**config.mk**
```make
export PLATFORM = sky130hd
export DESIGN_NAME = dwt_pair_packer
export DESIGN_NICKNAME = d
export VERILOG_FILES = /design/src/rtl/dwt_pair_packer.sv
export SDC_FILE = /design/constraint.sdc
export NUM_CORES = 1
export LEC_CHECK = 0
export CAP_MARGIN = 30
export CORE_ASPECT_RATIO = 1.2
export CORE_MARGIN = 2
export CORE_UTILIZATION = 35
export DETAILED_ROUTE_END_ITERATION = 8
export MAX_ROUTING_LAYER = met4
export SYNTH_ARGS = -nofsm -noshare
export SYNTH_HDL_FRONTEND = slang
export SYNTH_SLANG_ARGS = --single-unit
```
**constraint.sdc**
```tcl
create_clock -name clk_i -period 3.3 [get_ports clk_i]
set_clock_uncertainty 0.15 [all_clocks]
set_input_delay 0.66 -clock clk_i [delete_from_list [all_inputs] [get_ports clk_i]]
set_output_delay 0.66 -clock clk_i [all_outputs]
set_load 0.01 [all_outputs]
```
**src/rtl/dwt_pair_packer.sv**
```systemverilog
// Packs a one-sample-per-beat line stream into {odd, even} pairs for the 1D lifting stage.
// Keeps sof/eol framing, mirrors the tail of odd-length lines and registers the pair output.
module dwt_pair_packer #(
    parameter int unsigned DataWidth = 16
) (
    input  logic                     clk_i,
    input  logic                     rst_i,
    output logic                     s_ready_o,
    input  logic                     s_valid_i,
    input  logic                     s_sof_i,
    input  logic                     s_eol_i,
    input  logic [DataWidth-1:0]     s_data_i,
    input  logic                     m_ready_i,
    output logic                     m_valid_o,
    output logic                     m_sof_o,
    output logic                     m_eol_o,
    output logic [2*DataWidth-1:0]   m_data_o,
    output logic                     drop_o
);

    localparam int unsigned PairWidth = 2 * DataWidth;

    typedef enum logic {
        EVEN = 1'b0,
        ODD  = 1'b1
    } state_t;

    state_t                 state;
    logic [DataWidth-1:0]   even_reg;
    logic [DataWidth-1:0]   prev_even;
    logic                   sof_reg;
    logic                   first_in_line;

    logic                   accept_c;
    logic                   restart_c;
    logic                   line_start_c;
    logic                   emit_c;
    logic                   drop_c;
    logic [PairWidth-1:0]   emit_data_c;
    logic                   emit_sof_c;

    // Ready depends only on the output register, never on the incoming beat.
    assign s_ready_o = ~m_valid_o | m_ready_i;
    assign accept_c  = s_valid_i & s_ready_o;

    // A beat is handled as an even sample in EVEN, or when sof breaks a pending pair.
    always_comb begin
        restart_c    = 1'b0;
        line_start_c = 1'b0;
        emit_c       = 1'b0;
        drop_c       = 1'b0;
        emit_data_c  = '0;
        emit_sof_c   = 1'b0;

        restart_c    = (state == EVEN) || s_sof_i;
        line_start_c = first_in_line || s_sof_i;
        drop_c       = accept_c && (state == ODD) && s_sof_i;

        if (restart_c) begin
            emit_c      = accept_c && s_eol_i;
            // Length-1 lines duplicate the sample; longer odd lines mirror the previous even.
            emit_data_c = {(line_start_c ? s_data_i : prev_even), s_data_i};
            emit_sof_c  = s_sof_i;
        end else begin
            emit_c      = accept_c;
            emit_data_c = {s_data_i, even_reg};
            emit_sof_c  = sof_reg;
        end
    end

    always_ff @(posedge clk_i or negedge rst_i) begin
        if (!rst_i) begin
            state         <= EVEN;
            even_reg      <= '0;
            prev_even     <= '0;
            sof_reg       <= 1'b0;
            first_in_line <= 1'b1;
            m_valid_o     <= 1'b0;
            m_sof_o       <= 1'b0;
            m_eol_o       <= 1'b0;
            m_data_o      <= '0;
            drop_o        <= 1'b0;
        end else begin
            drop_o <= drop_c;

            // Output register: load on emit, otherwise drain on downstream ready.
            if (emit_c) begin
                m_valid_o <= 1'b1;
                m_data_o  <= emit_data_c;
                m_sof_o   <= emit_sof_c;
                m_eol_o   <= s_eol_i;
            end else if (m_ready_i) begin
                m_valid_o <= 1'b0;
            end

            if (accept_c) begin
                if (restart_c) begin
                    prev_even <= s_data_i;
                    if (s_eol_i) begin
                        state         <= EVEN;
                        first_in_line <= 1'b1;
                    end else begin
                        state         <= ODD;
                        even_reg      <= s_data_i;
                        sof_reg       <= s_sof_i;
                        first_in_line <= 1'b0;
                    end
                end else begin
                    state <= EVEN;
                    if (s_eol_i) begin
                        first_in_line <= 1'b1;
                    end
                end
            end
        end
    end

endmodule

```
==> results of run 1 <==
[layer usage]
| metal | share of wire | up-vias | global-route usage |
|---|---|---|---|
| met5 | 0 | - | - |
| met4 | 0.021 | 0 | 0.0593 |
| met3 | 0.049 | 8 | 0.0415 |
| met2 | 0.45 | 49 | 0.194 |
| met1 | 0.48 | 939 | 0.183 |
| li1 | - | 831 | - |
[kinds of logic (layout without fill, tap and decap cells)]
kind of cell    Yosys count  count (layout)  share of synthesized area
mux                      98              98                      0.357
flops                    71              71                      0.576
simple gates             10              10                     0.0243
buf+inv                  10              79                     0.0263
compound gates            5               5                     0.0166
[final cells by class]
type,instances,area share
clock buffers,11,0.0332
clock inverters,5,0.00633
well taps,117,0.0370
flip-flops and latches,71,0.450
inverters,1,0.000949
repair buffers,62,0.160
multi-input cells,113,0.313
[through the flow]
stage,std cells,total power [mW],hold WS (ns),util
6_report,380,2.58,0.284,0.462
5_1_grt,380,2.74,0.363,0.462
4_1_cts,380,2.62,0.330,0.462
3_5_place_dp,364,2.02,0.332,0.444
3_3_place_gp,364,2.01,0.324,0.444
2_1_floorplan,194,1.63,0.214,-
[worst max-delay path, delay by kind of cell]
kind                   cells  cell delay, ns
buffers and inverters      2            1.06
AND/OR/NAND/NOR            1            0.32
[cell usage after synthesis]
library cell and number:
dfstp_2 1, nand3_1 1, nand2_1 1, nor2b_1 1, dfrtp_1 70, nand4b_2 1
o211ai_4 1, buf_2 2, and2_1 1, nand2b_1 2, mux2_2 96, mux2_1 1
buf_4 3, a22o_1 2, mux2i_1 1, buf_6 4, inv_1 1, nor3_2 1
nand3_2 1, o21a_1 1, a21oi_1 1, and3_1 1
[worst max-delay path by stage]
stage | to | cells after the start
CTS | s_ready_o | 3
detailed placement | s_ready_o | 3
finish | s_ready_o | 3
floorplan | m_data_o[22] | 4
global route | s_ready_o | 3
global placement | s_ready_o | 3
[power by group through the flow]
| stage | Clock, mW | Combinational [mW] | Sequential, mW |
|---|---|---|---|
| finish | 0.584 | 0.768 | 1.22 |
| global route | 0.652 | 0.826 | 1.26 |
| CTS | 0.609 | 0.783 | 1.22 |
| detailed placement | 0 | 0.780 | 1.24 |
| global placement | 0 | 0.774 | 1.23 |
| floorplan | 0 | 0.347 | 1.28 |
==> run_summary.xml, run 1 <==
<?xml version="1.0" encoding="UTF-8"?>
<metrics>
  <group name="run_status">
    <metric name="status" unit="">completed</metric>
  </group>
  <group name="hold_path">
    <metric name="timing.hold.worst.class" unit="">input pin to asynchronous set/reset pin</metric>
  </group>
  <group name="route">
    <metric name="dr_total_vias" unit="">1827</metric>
    <metric name="vias_per_cell" unit="">4.81</metric>
    <metric name="drt_iter0_markers" unit="">53</metric>
    <metric name="route.antenna.remaining_nets" unit="">0</metric>
    <metric name="post-route-drc-count" unit="">0</metric>
    <metric name="avgRoutedWirePerCell" unit="um">15.0</metric>
    <metric name="detail_route.wirelength" unit="um">5710</metric>
    <metric name="first_pass_iters" unit="">3</metric>
  </group>
  <group name="timing">
    <metric name="hold_violations" unit="">0</metric>
    <metric name="timing.final.max_slew_violations" unit="">0</metric>
    <metric name="rsz0062_at_grt" unit="">false</metric>
    <metric name="setup_ws" unit="ns">0.452</metric>
    <metric name="timing_worst_slew_pin_value" unit="ns">0.895</metric>
    <metric name="final_period_minus_worst_setup_slack" unit="ns">2.85</metric>
    <metric name="totalNegativeSetupSlack" unit="ns">0</metric>
    <metric name="worst_slew_margin_rel" unit="">0.403</metric>
    <metric name="max_frequency" unit="MHz">351</metric>
    <metric name="final_min_period_over_clock_period" unit="">0.863</metric>
    <metric name="final_setup_viols" unit="">0</metric>
  </group>
  <group name="grt">
    <metric name="grt_max_degree" unit="">72</metric>
    <metric name="via_count_of_the_first_global_routing_pass" unit="">1837</metric>
    <metric name="grt_antenna_before_repair" unit="">0</metric>
    <metric name="grt.total_usage" unit="">0.137</metric>
    <metric name="grt_overflow" unit="">0</metric>
    <metric name="grt_first_pass_wirelength" unit="um">9850</metric>
  </group>
  <group name="worst_setup_path">
    <metric name="timing.critical_path.slowest_cell_delay" unit="ns">0.61</metric>
    <metric name="worst-setup-path-type" unit="">input pin to output port</metric>
    <metric name="critPathCaptureType" unit="">output port</metric>
    <metric name="rrSetupSlack" unit="ns">1.29</metric>
    <metric name="series_of_cell_instances_along_the_critical_path" unit="">clkdlybuf4s50_1 &gt; nand2b_1 &gt; clkdlybuf4s50_1</metric>
    <metric name="critical_path_peak_fanout" unit="">7</metric>
    <metric name="cp.arrival" unit="ns">2.04</metric>
    <metric name="regToRegStartpoint" unit="">m_valid_o</metric>
    <metric name="critical-path-slowest-cell" unit="">clkdlybuf4s50_1</metric>
    <metric name="req_time_crit_path" unit="ns">2.49</metric>
    <metric name="critical-path-top-cell-by-count" unit="">clkdlybuf4s50_1</metric>
    <metric name="r2r.worst_path.cells" unit="">3</metric>
    <metric name="cp-startpoint" unit="">m_ready_i</metric>
    <metric name="cp-start-kind" unit="">input pin</metric>
    <metric name="critical_path.reg2reg.endpoint" unit="">even_reg[9]</metric>
  </group>
  <group name="synthesis">
    <metric name="synthTopCellsByArea" unit="">dfrtp_1 (57%), mux2_2 (35%), buf_6 (1.5%)</metric>
    <metric name="netlist_area_pre_place" unit="mm2">0.00309</metric>
    <metric name="netlist-cell-type-count" unit="">22</metric>
    <metric name="synthesis.area_per_instance" unit="um2">15.9</metric>
    <metric name="post-synth-top-area-cell" unit="">dfrtp_1</metric>
    <metric name="synth_top_cell_area_share" unit="">0.567</metric>
    <metric name="ys_warn_count" unit="">0</metric>
    <metric name="yosysSeqAreaShare" unit="">0.576</metric>
    <metric name="postSynthCellCount" unit="">194</metric>
    <metric name="postSynthRegisterBits" unit="">71</metric>
    <metric name="synthesized_nets" unit="">216</metric>
  </group>
  <group name="floorplan">
    <metric name="placeableCoreArea" unit="mm2">0.00856</metric>
    <metric name="die_area" unit="mm2">0.00959</metric>
    <metric name="fp-row-count" unit="">37</metric>
    <metric name="start_util" unit="">0.361</metric>
    <metric name="die_height" unit="um">107</metric>
    <metric name="floorplan.io_pins" unit="">59</metric>
    <metric name="chipWidth" unit="um">89.7</metric>
  </group>
  <group name="power">
    <metric name="combinationalPowerShare" unit="">0.298</metric>
    <metric name="net-switching-power" unit="mW">0.703</metric>
    <metric name="leakage" unit="nW">1.63</metric>
    <metric name="clockPowerShare" unit="">0.227</metric>
    <metric name="pwr_density_cell" unit="mW/mm2">651</metric>
    <metric name="power.share.sequential" unit="">0.475</metric>
    <metric name="internal-power" unit="mW">1.87</metric>
    <metric name="largest_voltage_drop_on_the_vdd_net" unit="uV">233</metric>
    <metric name="sw_frac_of_total" unit="">0.273</metric>
  </group>
  <group name="layout">
    <metric name="num-fill-cells" unit="">790</metric>
    <metric name="largest_register_ffs" unit="">32</metric>
    <metric name="multiInputGateArea" unit="mm2">0.00124</metric>
    <metric name="final_design_area_no_fill" unit="mm2">0.00396</metric>
    <metric name="layout_common_cells" unit="">mux2_2 (96), dfrtp_1 (70), clkdlybuf4s50_1 (57)</metric>
    <metric name="area_growth_syn_to_layout" unit="%">28.1</metric>
    <metric name="n_antenna_cell" unit="">0</metric>
    <metric name="net_count_of_the_finished_layout" unit="">280</metric>
    <metric name="final-seq-area" unit="mm2">0.00178</metric>
    <metric name="final_layout_size_suffix_gt1_frac" unit="">0.460</metric>
    <metric name="final_common_cell" unit="">mux2_2</metric>
  </group>
  <group name="cts">
    <metric name="clock_path_buffers" unit="">2</metric>
    <metric name="cts.sink_count" unit="">71</metric>
    <metric name="cts_hold_repair.buffers" unit="">0</metric>
    <metric name="cts.repair.resized" unit="">0</metric>
    <metric name="cts_tree" unit="">done</metric>
    <metric name="cell_at_the_root_of_the_clock_tree" unit="">clkbuf_8</metric>
    <metric name="clk_transition_reported_paths" unit="ns">0.07</metric>
    <metric name="cts-buffers-inserted" unit="">9</metric>
    <metric name="cts.htree.levels" unit="">3</metric>
    <metric name="cts_post_setup_buffers_inserted" unit="">0</metric>
    <metric name="worst_skew_pair.late_latency" unit="ns">0.34</metric>
  </group>
  <group name="place">
    <metric name="dp.final_hpwl" unit="um">3490</metric>
    <metric name="detailed_place.area" unit="mm2">0.00380</metric>
    <metric name="placement.setup.worst_slack" unit="ns">0.458</metric>
    <metric name="numPortBuffers" unit="">58</metric>
    <metric name="place_congestion" unit="">0.735</metric>
  </group>
  <group name="flow_run">
    <metric name="drv_cap" unit="">0</metric>
  </group>
</metrics>
Power figures use the tool's default switching activity.
==> inputs of run 2 (changes only) <==
--- a/config.mk
+++ b/config.mk
@@ -7,7 +7,6 @@
 export LEC_CHECK = 0
 export CAP_MARGIN = 30
 export CORE_ASPECT_RATIO = 1.2
-export CORE_MARGIN = 2
 export CORE_UTILIZATION = 35
 export DETAILED_ROUTE_END_ITERATION = 8
 export MAX_ROUTING_LAYER = met4
==> run 2 against run 1 <==
Against the previous run: power increased by 16%; register-to-register slack about the same; global-route usage increased by 0.29 points; core utilization increased by 1.5 points; wire length decreased by 1.2%; clock power increased by 69%; first-iteration DRC count increased by 13%; non-clock buffer count increased by 1; largest cell class unchanged.
==> run_summary.xml, run 2 (same netlist as run 1, synthesis figures left out) <==
<?xml version="1.0" encoding="UTF-8"?>
<metrics>
  <group name="layout">
    <metric name="largest_register_ffs" unit="">32</metric>
    <metric name="num-fill-cells" unit="">764</metric>
    <metric name="final_common_cell" unit="">mux2_2</metric>
    <metric name="final-seq-area" unit="mm2">0.00178</metric>
    <metric name="final_layout_size_suffix_gt1_frac" unit="">0.470</metric>
    <metric name="multiInputGateArea" unit="mm2">0.00124</metric>
    <metric name="area_growth_syn_to_layout" unit="%">32.3</metric>
    <metric name="final_design_area_no_fill" unit="mm2">0.00409</metric>
    <metric name="n_antenna_cell" unit="">0</metric>
    <metric name="layout_common_cells" unit="">mux2_2 (96), dfrtp_1 (70), clkdlybuf4s50_1 (57)</metric>
    <metric name="net_count_of_the_finished_layout" unit="">281</metric>
  </group>
  <group name="route">
    <metric name="vias_per_cell" unit="">4.70</metric>
    <metric name="dr_total_vias" unit="">1790</metric>
    <metric name="detail_route.wirelength" unit="um">5650</metric>
    <metric name="first_pass_iters" unit="">3</metric>
    <metric name="drt_iter0_markers" unit="">60</metric>
    <metric name="avgRoutedWirePerCell" unit="um">14.8</metric>
    <metric name="post-route-drc-count" unit="">0</metric>
    <metric name="route.antenna.remaining_nets" unit="">0</metric>
  </group>
  <group name="place">
    <metric name="numPortBuffers" unit="">58</metric>
    <metric name="placement.setup.worst_slack" unit="ns">0.467</metric>
    <metric name="dp.final_hpwl" unit="um">3540</metric>
    <metric name="detailed_place.area" unit="mm2">0.00379</metric>
    <metric name="place_congestion" unit="">0.722</metric>
  </group>
  <group name="grt">
    <metric name="grt_overflow" unit="">0</metric>
    <metric name="grt_max_degree" unit="">72</metric>
    <metric name="grt.total_usage" unit="">0.140</metric>
    <metric name="grt_first_pass_wirelength" unit="um">9270</metric>
    <metric name="via_count_of_the_first_global_routing_pass" unit="">1853</metric>
    <metric name="grt_antenna_before_repair" unit="">0</metric>
  </group>
  <group name="worst_setup_path">
    <metric name="cp.arrival" unit="ns">2.02</metric>
    <metric name="worst-setup-path-type" unit="">input pin to output port</metric>
    <metric name="critPathCaptureType" unit="">output port</metric>
    <metric name="cp-start-kind" unit="">input pin</metric>
    <metric name="req_time_crit_path" unit="ns">2.49</metric>
    <metric name="critical_path_peak_fanout" unit="">7</metric>
  </group>
  <group name="power">
    <metric name="largest_voltage_drop_on_the_vdd_net" unit="uV">285</metric>
    <metric name="combinationalPowerShare" unit="">0.258</metric>
    <metric name="power.share.sequential" unit="">0.410</metric>
    <metric name="leakage" unit="nW">1.69</metric>
    <metric name="clockPowerShare" unit="">0.332</metric>
    <metric name="internal-power" unit="mW">2.28</metric>
    <metric name="overall_power_consumption" unit="mW">2.98</metric>
    <metric name="net-switching-power" unit="mW">0.699</metric>
    <metric name="sw_frac_of_total" unit="">0.235</metric>
    <metric name="pwr_density_cell" unit="mW/mm2">729</metric>
  </group>
  <group name="run_status">
    <metric name="status" unit="">completed</metric>
  </group>
  <group name="timing">
    <metric name="max_frequency" unit="MHz">353</metric>
    <metric name="final_min_period_over_clock_period" unit="">0.857</metric>
    <metric name="totalNegativeSetupSlack" unit="ns">0</metric>
    <metric name="timing_worst_slew_pin_value" unit="ns">0.897</metric>
    <metric name="final_period_minus_worst_setup_slack" unit="ns">2.83</metric>
    <metric name="setup_ws" unit="ns">0.471</metric>
    <metric name="worst_slew_margin_rel" unit="">0.402</metric>
    <metric name="final_setup_viols" unit="">0</metric>
    <metric name="timing.final.max_slew_violations" unit="">0</metric>
    <metric name="rsz0062_at_grt" unit="">false</metric>
    <metric name="hold_violations" unit="">0</metric>
  </group>
  <group name="cts">
    <metric name="cell_at_the_root_of_the_clock_tree" unit="">clkbuf_8</metric>
    <metric name="clk_transition_reported_paths" unit="ns">0.07</metric>
    <metric name="cts_hold_repair.buffers" unit="">0</metric>
    <metric name="cts.htree.levels" unit="">3</metric>
    <metric name="cts.repair.resized" unit="">0</metric>
    <metric name="cts_tree" unit="">done</metric>
    <metric name="clock_path_buffers" unit="">2</metric>
    <metric name="cts_post_setup_buffers_inserted" unit="">0</metric>
    <metric name="cts-buffers-inserted" unit="">9</metric>
    <metric name="cts.sink_count" unit="">71</metric>
    <metric name="worst_skew_pair.late_latency" unit="ns">0.33</metric>
  </group>
  <group name="floorplan">
    <metric name="chipWidth" unit="um">87.7</metric>
    <metric name="fp-row-count" unit="">37</metric>
    <metric name="start_util" unit="">0.361</metric>
    <metric name="die_height" unit="um">105</metric>
    <metric name="placeableCoreArea" unit="mm2">0.00856</metric>
    <metric name="die_area" unit="mm2">0.00920</metric>
    <metric name="floorplan.io_pins" unit="">59</metric>
  </group>
  <group name="flow_run">
    <metric name="drv_cap" unit="">0</metric>
  </group>
  <group name="hold_path">
    <metric name="timing.hold.worst.class" unit="">input pin to asynchronous set/reset pin</metric>
  </group>
</metrics>
-- run 2: changes by cell type in the layout (fill, tap and decap cells not counted), sizes merged --
cell / before / now
buf: 5 / 6
bufinv: 0 / 5
clkinv: 5 / 1
clkbuf: 11 / 10
-- run 2: metal layers --
layer	vias up	part of all wire	GRT usage	wire length, um
li1	830	-	-	-
met1	908	0.47	0.190	2670
met2	46	0.47	0.194	2640
met3	6	0.043	0.0308	243
met4	0	0.016	0.0703	93
met5	-	0	-	0
-- run 2: worst max-delay path, cell delays in order --
cell and delay (ns):
clkdlybuf4s50_1 0.45, nand2b_1 0.30, clkdlybuf4s50_1 0.60
-- run 2: final cells by class --
| cell class | instances | area share |
|---|---|---|
| inverters | 1 | 0.000919 |
| flip-flops and latches | 71 | 0.435 |
| multi-input cells | 113 | 0.303 |
| clock buffers | 10 | 0.0337 |
| clock inverters | 6 | 0.0380 |
| repair buffers | 63 | 0.154 |
| well taps | 117 | 0.0358 |
-- run 2: power groups by stage --
stage	clock network [mW]	logic (mW)	registers [mW]
finish	0.988	0.769	1.22
global route	1.06	0.829	1.25
CTS	1.02	0.783	1.22
detailed placement	0	0.780	1.24
global placement	0	0.772	1.23
floorplan	0	0.347	1.28
-- run 2: worst paths after layout --
kind                              start            to  slack [ns]  cells after the start
max reg2reg                   m_valid_o  even_reg[13]        1.30                      3
max                           m_ready_i     s_ready_o        0.47                      3
max in group asynchronous         rst_i  m_data_o[10]        2.11                      1
min                               rst_i  m_data_o[22]        0.28                      1
min reg2reg                m_data_o[18]  m_data_o[18]        0.34                      1
min in group clk_i         m_data_o[18]  m_data_o[18]        0.34                      1
-- run 2: metrics by stage --
stage,hold slack (ns),utilization,instances
final,0.281,0.477,381
after detailed placement,0.331,0.443,365
after global placement,0.325,0.443,365
after global routing,0.359,0.477,381
after CTS,0.336,0.477,381
after floorplan,0.214,-,194
